## config.mk

```make
export PLATFORM = sky130hd
export DESIGN_NAME = iod_delay_line_seq
export DESIGN_NICKNAME = d
export VERILOG_FILES = /design/src/rtl/iod_dly_pkg.sv /design/src/rtl/iod_dly_tap_tracker.sv /design/src/rtl/iod_delay_line_seq.sv
export SDC_FILE = /design/constraint.sdc
export NUM_CORES = 1
export LEC_CHECK = 0
export ABC_AREA = 0
export CAP_MARGIN = 0
export CORE_MARGIN = 5
export CORE_UTILIZATION = 35
export DETAILED_ROUTE_END_ITERATION = 10
export PLACE_DENSITY_LB_ADDON = 0.1
export SYNTH_ARGS = -nofsm -noshare
export SYNTH_HDL_FRONTEND = slang
export SYNTH_SLANG_ARGS = --single-unit
```

## constraint.sdc

```tcl
create_clock -name FAB_CLK -period 5 [get_ports FAB_CLK]
set_input_delay 1.5 -clock FAB_CLK [delete_from_list [all_inputs] [get_ports FAB_CLK]]
set_output_delay 1.5 -clock FAB_CLK [all_outputs]
set_load 0.01 [all_outputs]
```

## src/rtl/iod_dly_pkg.sv

```systemverilog
// Shared op codes, completion status codes and sequencer states for the
// IOD dynamic delay-line sequencer.
package iod_dly_pkg;

   typedef enum logic [1:0] {
      OP_NOP  = 2'b00,
      OP_MOVE = 2'b01,
      OP_LOAD = 2'b10,
      OP_ILL  = 2'b11
   } op_e;

   typedef enum logic [1:0] {
      ST_OK     = 2'b00,
      ST_OOR    = 2'b01,
      ST_BADCMD = 2'b10
   } status_e;

   typedef enum logic [2:0] {
      S_IDLE,
      S_SETUP,
      S_PULSE,
      S_SETTLE,
      S_LPULSE,
      S_LSETTLE,
      S_FIN
   } state_e;

endpackage

```

## src/rtl/iod_dly_tap_tracker.sv

```systemverilog
// Mirror of one IOD lane's delay-line tap: load, saturating step up/down,
// and end-of-range flags.
module iod_dly_tap_tracker #(
   parameter int unsigned TAP_W    = 8,
   parameter int unsigned LOAD_TAP = 1
) (
   input  logic             clk,
   input  logic             rst_n,
   input  logic             inc,
   input  logic             dec,
   input  logic             load,
   output logic [TAP_W-1:0] tap,
   output logic             at_max,
   output logic             at_min
);

   always_ff @(posedge clk or negedge rst_n) begin
      if (!rst_n) begin
         tap <= TAP_W'(LOAD_TAP);
      end else if (load) begin
         tap <= TAP_W'(LOAD_TAP);
      end else if (inc && (tap != '1)) begin
         tap <= tap + TAP_W'(1);
      end else if (dec && (tap != '0)) begin
         tap <= tap - TAP_W'(1);
      end
   end

   assign at_max = (tap == '1);
   assign at_min = (tap == '0);

endmodule

```

## src/rtl/iod_delay_line_seq.sv

```systemverilog
// Sequences MOVE/DIRECTION/LOAD pulses to a bank of IOD delay lines, one
// handshaked command at a time, keeping a tracked tap per lane.
module iod_delay_line_seq
   import iod_dly_pkg::*;
#(
   parameter int unsigned NUM_LANES     = 2,
   parameter int unsigned LANE_W        = 1,
   parameter int unsigned STEP_W        = 8,
   parameter int unsigned TAP_W         = 8,
   parameter int unsigned SETTLE_CYCLES = 3,
   parameter int unsigned LOAD_TAP      = 1
) (
   input  logic                       FAB_CLK,
   input  logic                       ARST_N,
   input  logic                       CMD_VALID,
   output logic                       CMD_READY,
   input  logic [1:0]                 CMD_OP,
   input  logic [LANE_W-1:0]          CMD_LANE,
   input  logic                       CMD_DIR,
   input  logic [STEP_W-1:0]          CMD_STEPS,
   output logic                       DONE,
   output logic [1:0]                 DONE_STATUS,
   output logic [STEP_W-1:0]          DONE_STEPS,
   output logic [NUM_LANES*TAP_W-1:0] TAP_POS,
   output logic [NUM_LANES-1:0]       DELAY_LINE_MOVE,
   output logic [NUM_LANES-1:0]       DELAY_LINE_DIRECTION,
   output logic [NUM_LANES-1:0]       DELAY_LINE_LOAD,
   input  logic [NUM_LANES-1:0]       DELAY_LINE_OUT_OF_RANGE
);

   localparam int unsigned      CNT_W       = (SETTLE_CYCLES > 1) ? $clog2(SETTLE_CYCLES) : 1;
   localparam logic [CNT_W-1:0] SETTLE_LAST = CNT_W'(SETTLE_CYCLES - 1);
   localparam logic [TAP_W-1:0] TAP_MAX_M1  = ~TAP_W'(1);
   localparam logic [TAP_W-1:0] TAP_MIN_P1  = TAP_W'(1);

   state_e               state_q, state_d;
   status_e              status_q, status_d;
   logic [NUM_LANES-1:0] lane_oh_q, lane_oh_d;
   logic [NUM_LANES-1:0] dir_line_q, dir_line_d;
   logic                 cdir_q, cdir_d;
   logic [STEP_W-1:0]    left_q, left_d;
   logic [STEP_W-1:0]    moved_q, moved_d;
   logic [CNT_W-1:0]     cnt_q, cnt_d;

   logic [NUM_LANES-1:0] cmd_oh;
   logic [NUM_LANES-1:0] tap_inc, tap_dec, tap_load;
   logic [NUM_LANES-1:0] at_max, at_min;
   logic [TAP_W-1:0]     tap_arr [NUM_LANES];
   logic [TAP_W-1:0]     tap_sel;
   logic                 max_sel, min_sel, oor_sel;
   logic                 bad_cmd, bound_now, bound_next;

   for (genvar i = 0; i < NUM_LANES; i++) begin : g_lane
      assign cmd_oh[i] = (CMD_LANE == LANE_W'(i));

      iod_dly_tap_tracker #(
         .TAP_W    (TAP_W),
         .LOAD_TAP (LOAD_TAP)
      ) u_tap (
         .clk    (FAB_CLK),
         .rst_n  (ARST_N),
         .inc    (tap_inc[i]),
         .dec    (tap_dec[i]),
         .load   (tap_load[i]),
         .tap    (tap_arr[i]),
         .at_max (at_max[i]),
         .at_min (at_min[i])
      );

      assign TAP_POS[i*TAP_W +: TAP_W] = tap_arr[i];
   end

   always_comb begin
      tap_sel = '0;
      max_sel = 1'b0;
      min_sel = 1'b0;
      oor_sel = 1'b0;
      for (int unsigned i = 0; i < NUM_LANES; i++) begin
         if (lane_oh_q[i]) begin
            tap_sel = tap_arr[i];
            max_sel = at_max[i];
            min_sel = at_min[i];
            oor_sel = DELAY_LINE_OUT_OF_RANGE[i];
         end
      end
   end

   assign bad_cmd    = (CMD_OP == OP_ILL) || (32'(CMD_LANE) >= NUM_LANES);
   assign bound_now  = cdir_q ? max_sel : min_sel;
   // The tap updates on the same edge that decides the next pulse, so the
   // range check looks one step ahead instead of at the stale counter.
   assign bound_next = cdir_q ? (tap_sel == TAP_MAX_M1) : (tap_sel == TAP_MIN_P1);

   always_comb begin
      state_d    = state_q;
      status_d   = status_q;
      lane_oh_d  = lane_oh_q;
      dir_line_d = dir_line_q;
      cdir_d     = cdir_q;
      left_d     = left_q;
      moved_d    = moved_q;
      cnt_d      = cnt_q;
      tap_inc    = '0;
      tap_dec    = '0;
      tap_load   = '0;

      case (state_q)
         S_IDLE: begin
            if (CMD_VALID) begin
               lane_oh_d = cmd_oh;
               cdir_d    = CMD_DIR;
               left_d    = CMD_STEPS;
               moved_d   = '0;
               status_d  = ST_OK;
               if (bad_cmd) begin
                  status_d = ST_BADCMD;
                  state_d  = S_FIN;
               end else begin
                  case (op_e'(CMD_OP))
                     OP_MOVE: begin
                        if (CMD_STEPS == '0) begin
                           state_d = S_FIN;
                        end else begin
                           dir_line_d = (dir_line_q & ~cmd_oh) | (CMD_DIR ? cmd_oh : '0);
                           state_d    = S_SETUP;
                        end
                     end
                     OP_LOAD: state_d = S_LPULSE;
                     default: state_d = S_FIN;
                  endcase
               end
            end
         end

         S_SETUP: begin
            if (bound_now) begin
               status_d = ST_OOR;
               state_d  = S_FIN;
            end else begin
               state_d = S_PULSE;
            end
         end

         S_PULSE: begin
            cnt_d   = SETTLE_LAST;
            state_d = S_SETTLE;
         end

         S_SETTLE: begin
            if (cnt_q != '0) begin
               cnt_d = cnt_q - CNT_W'(1);
            end else if (oor_sel) begin
               status_d = ST_OOR;
               state_d  = S_FIN;
            end else begin
               tap_inc = cdir_q ? lane_oh_q : '0;
               tap_dec = cdir_q ? '0 : lane_oh_q;
               moved_d = moved_q + STEP_W'(1);
               left_d  = left_q - STEP_W'(1);
               if (left_q == STEP_W'(1)) begin
                  state_d = S_FIN;
               end else if (bound_next) begin
                  status_d = ST_OOR;
                  state_d  = S_FIN;
               end else begin
                  state_d = S_PULSE;
               end
            end
         end

         S_LPULSE: begin
            tap_load = lane_oh_q;
            cnt_d    = SETTLE_LAST;
            state_d  = S_LSETTLE;
         end

         S_LSETTLE: begin
            if (cnt_q != '0) begin
               cnt_d = cnt_q - CNT_W'(1);
            end else begin
               state_d = S_FIN;
            end
         end

         S_FIN:   state_d = S_IDLE;
         default: state_d = S_IDLE;
      endcase
   end

   always_ff @(posedge FAB_CLK or negedge ARST_N) begin
      if (!ARST_N) begin
         state_q    <= S_IDLE;
         status_q   <= ST_OK;
         lane_oh_q  <= '0;
         dir_line_q <= '0;
         cdir_q     <= 1'b0;
         left_q     <= '0;
         moved_q    <= '0;
         cnt_q      <= '0;
      end else begin
         state_q    <= state_d;
         status_q   <= status_d;
         lane_oh_q  <= lane_oh_d;
         dir_line_q <= dir_line_d;
         cdir_q     <= cdir_d;
         left_q     <= left_d;
         moved_q    <= moved_d;
         cnt_q      <= cnt_d;
      end
   end

   assign CMD_READY            = (state_q == S_IDLE);
   assign DONE                 = (state_q == S_FIN);
   assign DONE_STATUS          = DONE ? status_q : ST_OK;
   assign DONE_STEPS           = DONE ? moved_q : '0;
   assign DELAY_LINE_MOVE      = (state_q == S_PULSE) ? lane_oh_q : '0;
   assign DELAY_LINE_LOAD      = (state_q == S_LPULSE) ? lane_oh_q : '0;
   assign DELAY_LINE_DIRECTION = dir_line_q;

endmodule
```

# Word level (Yosys, flattened, before mapping)
# Cells that the tools add are included.
dict set report classes {
  addsub 7
  eq_ne 24
  muxes 58
  bitwise_logic 6
  reduce_logical 24
}
# op count
set ops {}
lappend ops {{$mux W8} 15}
lappend ops {{$mux W2} 20}
lappend ops {{$pmux W8 S2} 2}
lappend ops {{$mux W3} 9}
lappend ops {{$add A8 B1 Y8 const B} 3}
lappend ops {{$eq A8 B8 Y1 const B} 3}
lappend ops {{$logic_not A8 Y1} 3}
lappend ops {{$sub A8 B1 Y8 const B} 3}
lappend ops {{$pmux W3 S6} 1}
lappend ops {{$eq A8 B1 Y1 const B} 2}
lappend ops {{$ne A8 B8 Y1 const B} 2}
lappend ops {{$reduce_bool A8 Y1} 2}
lappend ops {{$ne A2 B2 Y1 const B} 5}
lappend ops {{$eq A3 B3 Y1 const B} 3}
lappend ops {{$reduce_bool A3 Y1} 3}
lappend ops {{$mux W1} 8}
lappend ops {{$eq A3 B2 Y1 const B} 2}
lappend ops {{$ne A3 B3 Y1 const B} 2}
lappend ops {{$pmux W2 S3} 1}
lappend ops {{$pmux W3 S2} 1}
lappend ops {{$reduce_and A6 Y1} 1}
lappend ops {{$reduce_bool A2 Y1} 3}
lappend ops {{$reduce_and A5 Y1} 1}
lappend ops {{$eq A2 B2 Y1 const B} 2}
lappend ops {{15 further kinds} 22}
dict set report word_totals {
  reg_bits 44
  inputBits 17
  wordCells 129
}

# Logic depth before layout (Yosys ltp)
dict set report logic_depth {
  ltp_word 9
  ltp_mapped 14
}

# Cells and area by module
# A second synthesis with hierarchy kept.
dict set report hier_totals {
  hier_cells 390
  hier_area_um2 3412.0
}
# module instances cells_per_inst area_per_inst_um2 seq_area_each_um2
set by_module_without_submodules {}
lappend by_module_without_submodules {iod_delay_line_seq 1 242 2063.2 700.7}
lappend by_module_without_submodules {iod_dly_tap_tracker 2 74 674.4 201.4}

# Least setup slack after synthesis
# No wires, ideal clock.
dict set report synth_path {
  path_kind {input -> register}
  start {in DELAY_LINE_OUT_OF_RANGE[0]}
  end {reg g_lane[0].u_tap.tap[6]}
  setup_time_ps 87
  t_arrival_ps 3719
  t_required_ps 4913
  slack_ps 1194
  stages 11
  cell_sequence {nand3b_1 and3b_1 buf_4 nand4_1 ha_1 nor2b_1 o21ai_0 a21oi_1 o21a_1 or4b_1 o211ai_1}
}
dict set report synth_between {
  elab_chain_len 8
  word_cells_on_any_way 13
}
# element line
set synth_rtl {}
lappend synth_rtl {{start, declared} iod_delay_line_seq.sv:28} ;# input logic [NUM_LANES-1:0] DELAY_LINE_OUT_OF_RANGE
lappend synth_rtl {{$mux W1 * (2 in a row)} iod_delay_line_seq.sv:79} ;# if (lane_oh_q[i]) begin
lappend synth_rtl {{$mux W2} iod_delay_line_seq.sv:152} ;# end else if (oor_sel) begin
lappend synth_rtl {{$mux W2} iod_delay_line_seq.sv:150} ;# if (cnt_q != '0) begin
lappend synth_rtl {{$mux W2} iod_delay_line_seq.sv:107} ;# case (state_q)
lappend synth_rtl {{$logic_and A1 B1 Y1} iod_dly_tap_tracker.sv:22} ;# end else if (inc && (tap != '1)) begin
lappend synth_rtl {{$mux W8} iod_dly_tap_tracker.sv:22}
lappend synth_rtl {{$mux W8} iod_dly_tap_tracker.sv:20} ;# end else if (load) begin
lappend synth_rtl {{end signal, assigned} iod_dly_tap_tracker.sv:19} ;# tap <= TAP_W'(LOAD_TAP);
lappend synth_rtl {{end signal, assigned} iod_dly_tap_tracker.sv:21} ;# tap <= TAP_W'(LOAD_TAP);
lappend synth_rtl {{end signal, assigned} iod_dly_tap_tracker.sv:23} ;# tap <= tap + TAP_W'(1);
lappend synth_rtl {{end, declared} iod_dly_tap_tracker.sv:12} ;# output logic [TAP_W-1:0] tap,
# Every way passes the cells marked *; elsewhere a longest branch is shown, timed or not.
# A chain may end at the register's enable or synchronous reset.

# Worst setup path in the final report
dict set report layout_path {
  start {in DELAY_LINE_OUT_OF_RANGE[1]}
  end {reg g_lane[1].u_tap.tap[6]}
}
dict set report layout_between {
  elab_chain_len 7
  word_cells_on_any_way 12
}
# element line
set layout_rtl {}
lappend layout_rtl {{$mux W1 *} iod_delay_line_seq.sv:79}
lappend layout_rtl {{$mux W2} iod_delay_line_seq.sv:152}
lappend layout_rtl {{$mux W2} iod_delay_line_seq.sv:150}
lappend layout_rtl {{$mux W2} iod_delay_line_seq.sv:107}
lappend layout_rtl {{$logic_and A1 B1 Y1} iod_dly_tap_tracker.sv:22}
lappend layout_rtl {{$mux W8} iod_dly_tap_tracker.sv:22}
lappend layout_rtl {{$mux W8} iod_dly_tap_tracker.sv:20}
lappend layout_rtl {{end signal, assigned} iod_dly_tap_tracker.sv:19}
lappend layout_rtl {{end signal, assigned} iod_dly_tap_tracker.sv:21}
lappend layout_rtl {{end signal, assigned} iod_dly_tap_tracker.sv:23}
lappend layout_rtl {{end, declared} iod_dly_tap_tracker.sv:12}
# Marks and branches as above.

==> flow_metrics.env <==
export IMPL_status="completed"
export IMPL_cts_buffers_inserted=5
export IMPL_nets=450
export IMPL_synthTopCellsByArea="dfrtp_1, ha_1, nand2_1, o21ai_0, nor2_1"
export IMPL_clock_sink_count=44
export IMPL_grt_pass1_wl_um=13400
export IMPL_vias=2824
export IMPL_grt_max_degree=45
export IMPL_critPathBufInv=2
export IMPL_cts_path_max_buffers=2
export IMPL_maxSlewHeadroom=0.417
export IMPL_ant_nets=0
export IMPL_cts_repair_resized=0
export IMPL_fin_crit_ps=4100
export IMPL_cts_tree="built"
export IMPL_wl_um=7990
export IMPL_irDropWorstVdd_mv=0.236
export IMPL_required_ps=5200
export IMPL_synth_top_cell_by_area="dfrtp_1"
export IMPL_start_util=0.353
export IMPL_slowest_stage="nor4_2"
export IMPL_min_period_over_period=0.820
export IMPL_path_class="input pin to flip-flop"
export IMPL_drt_initial_drc_count=80
export IMPL_rows=35
export IMPL_slowest_delay_ps=510
export IMPL_slew_violations=0
export IMPL_via_per_inst=5.39
export IMPL_synthesis_area_um2=3210
export IMPL_crit_path_start_kind="input pin"
export IMPL_syn_nets=410
export IMPL_synth_edf_count=0
export IMPL_yosys_warnings=0
export IMPL_leakage_nw=1.64
export IMPL_hold_viol_final=0
export IMPL_grt_antenna_before_repair=0
export IMPL_layout_cells_non_filler=524
export IMPL_cp_arrival_ps=4300
export IMPL_place_inst=516
export IMPL_fin_area_um2=3880
export IMPL_dieArea_um2=11200
export IMPL_first_global_vias=2736
export IMPL_gr_total_overflow=0
export IMPL_die_w_um=106
export IMPL_cp_top_family="simple AND/OR/NAND/NOR gates"
export IMPL_dr_pass1_iters=4
export IMPL_worstMarginPinSlew_ps=872
export IMPL_synth_top_area_share=0.327
export IMPL_dp_hpwl_um=5880
export IMPL_synthFlopType="dfrtp_1"
export IMPL_dpl_cell_area_um2=3760
export IMPL_tns_ps=0
export IMPL_min_path_type="flip-flop to flip-flop"
export IMPL_yosysMostFrequentCell="nand2_1"
export IMPL_place_ws_ps=579
export IMPL_rsz0062_at_grt="false"
export IMPL_layout_drive_gt1_share=0.0702
export IMPL_drc=0
export IMPL_ys_ff_latch=44
export IMPL_synth_commonest_cells="nand2_1, dfrtp_1, o21ai_0, nor2_1, inv_1"
export IMPL_synth_cell_type_count=63
export IMPL_holdBufCountCts=0
export IMPL_antennaDiodeCount=0
export IMPL_ios=51
export IMPL_clock_skew_ps=9.13
export IMPL_path_cells="clkdlybuf4s50_1 > nor4_2 > inv_1 > ha_1 > nor2b_1 > o21ai_0 > a21boi_1 > o21a_1 > or3_1 > a32o_1"
export IMPL_layout_setup_ws_ps=899
export IMPL_netlist_instances=372
export IMPL_synth_area_per_cell_um2=8.63
export IMPL_die_height_um=106
export IMPL_postCtsSetupBuffers=0
export IMPL_clk_pin_slew_ps=100
export IMPL_coreArea_um2=9110
export IMPL_hold_start="status_q[0]"
export IMPL_drt_wirelength_per_cell_um=15.3
export IMPL_portBuffers=50
export IMPL_cts_htree_levels=2
export IMPL_setup_violations=0
export IMPL_crit_path_end_kind="flip-flop"
export IMPL_fmax_mhz=244
export IMPL_power_density_nw_per_um2=576
export IMPL_root_buffer="clkbuf_8"
export IMPL_area_growth_pct=20.7
export IMPL_r2r_start="cnt_q[0]"
export IMPL_max_cap_violations=0
export IMPL_synthArstFlopShare=1.00
export IMPL_gp_congestion=0.834
export IMPL_cp_max_fo=6
export IMPL_insertion_delay_ps=310
export IMPL_crit_start="DELAY_LINE_OUT_OF_RANGE[1]"
export IMPL_groute_usage_overall=0.144
export IMPL_yosysSeqAreaShare=0.344
[cells in the final DEF (no fill, tap or decap), types with 2 or more instances in the layout]
| master | synthesis | layout |
|---|---|---|
| a211oi_1 | 2 | 2 |
| a21oi_1 | 15 | 15 |
| a221oi_1 | 2 | 2 |
| a22o_1 | 3 | 3 |
| a22oi_1 | 3 | 3 |
| a311o_1 | 2 | 2 |
| a32o_1 | 2 | 2 |
| and2_1 | 12 | 12 |
| and3_1 | 4 | 4 |
| and3b_1 | 2 | 2 |
| and4_1 | 2 | 2 |
| buf_4 | 3 | 4 |
| clkbuf_8 | 0 | 5 |
| clkdlybuf4s50_1 | 0 | 49 |
| dfrtp_1 | 42 | 42 |
| dfstp_2 | 2 | 2 |
| fa_1 | 2 | 2 |
| ha_1 | 19 | 19 |
| inv_1 | 23 | 23 |
| mux2_2 | 3 | 3 |
| mux2i_1 | 5 | 5 |
| nand2_1 | 45 | 45 |
| nand3_1 | 13 | 13 |
| nand4_1 | 8 | 8 |
| nand4b_1 | 3 | 3 |
| nor2_1 | 26 | 26 |
| nor2b_1 | 5 | 5 |
| nor3_1 | 15 | 15 |
| nor3b_1 | 3 | 3 |
| nor4_1 | 7 | 7 |
| nor4_2 | 2 | 2 |
| nor4bb_1 | 2 | 2 |
| o211ai_1 | 5 | 5 |
| o21a_1 | 4 | 4 |
| o21ai_0 | 28 | 28 |
| o21bai_1 | 2 | 2 |
| o41ai_1 | 2 | 2 |
| o41ai_2 | 3 | 3 |
| xnor2_1 | 5 | 5 |
| xor2_1 | 7 | 7 |
[stage by stage]
stage	util	total power, mW	hold slack [ps]
after floorplan	-	1.59	456
after global placement	0.413	1.94	495
after detailed placement	0.413	1.95	494
after CTS	0.426	2.26	518
after global routing	0.426	2.45	548
final	0.426	2.23	509
[power by group]
group	leakage [nW]	total, mW	switching, mW	internal, mW
Combinational	1.04	1.21	0.629	0.580
Sequential	0.548	0.728	0.225	0.503
Clock	0.0548	0.296	0.146	0.151
Total	1.64	2.23	1.00	1.23
[cell type report]
cell class | instances | area, µm²
Clock buffer | 5 | 68.8
Clock inverter | 3 | 46.3
Fill cell | 934 | 5230
Inverter | 23 | 86.3
Multi-Input combinational cell | 284 | 1910
Sequential cell | 44 | 1100
Tap cell | 111 | 139
Timing Repair Buffer | 54 | 526
[kinds of logic (layout without fill, tap and decap cells)]
logic type	after synthesis	after routing	synth area share
compound gates	84	84	0.185
xor+xnor	12	12	0.0327
fa+ha+maj	21	21	0.0865
buf+inv	44	85	0.0623
flops	44	44	0.344
mux	8	8	0.0261
simple gates	159	159	0.264
[sequential cells by signal (all words and copies together), names as in the netlist, named ones only]
name / cells
cdir_q: 1
cnt_q: 2
g_lane.u_tap.tap: 16
lane_oh_q: 2
left_q: 8
moved_q: 8
state_q: 3
status_q: 2
[path summary, 6_finish.rpt]
check                                          to  slack, ps  cells past startpoint
max                        g_lane[1].u_tap.tap[6]        900                     10
min                                   status_q[0]        510                      1
max reg2reg                g_lane[1].u_tap.tap[6]       1510                     12
min reg2reg                           status_q[0]        510                      1
max in group asynchronous  g_lane[0].u_tap.tap[4]       3310                      2
min in group asynchronous               left_q[6]       1260                      2
[routing by layer]
layer  vias up  track usage  wire length (µm)
li1       1419            -                 -
met4         0       0.0296                75
met1      1358        0.196              3810
met2        40        0.238              3800
met5         -            0                 0
met3         7       0.0294               308
(Power assumes the default switching activity.)
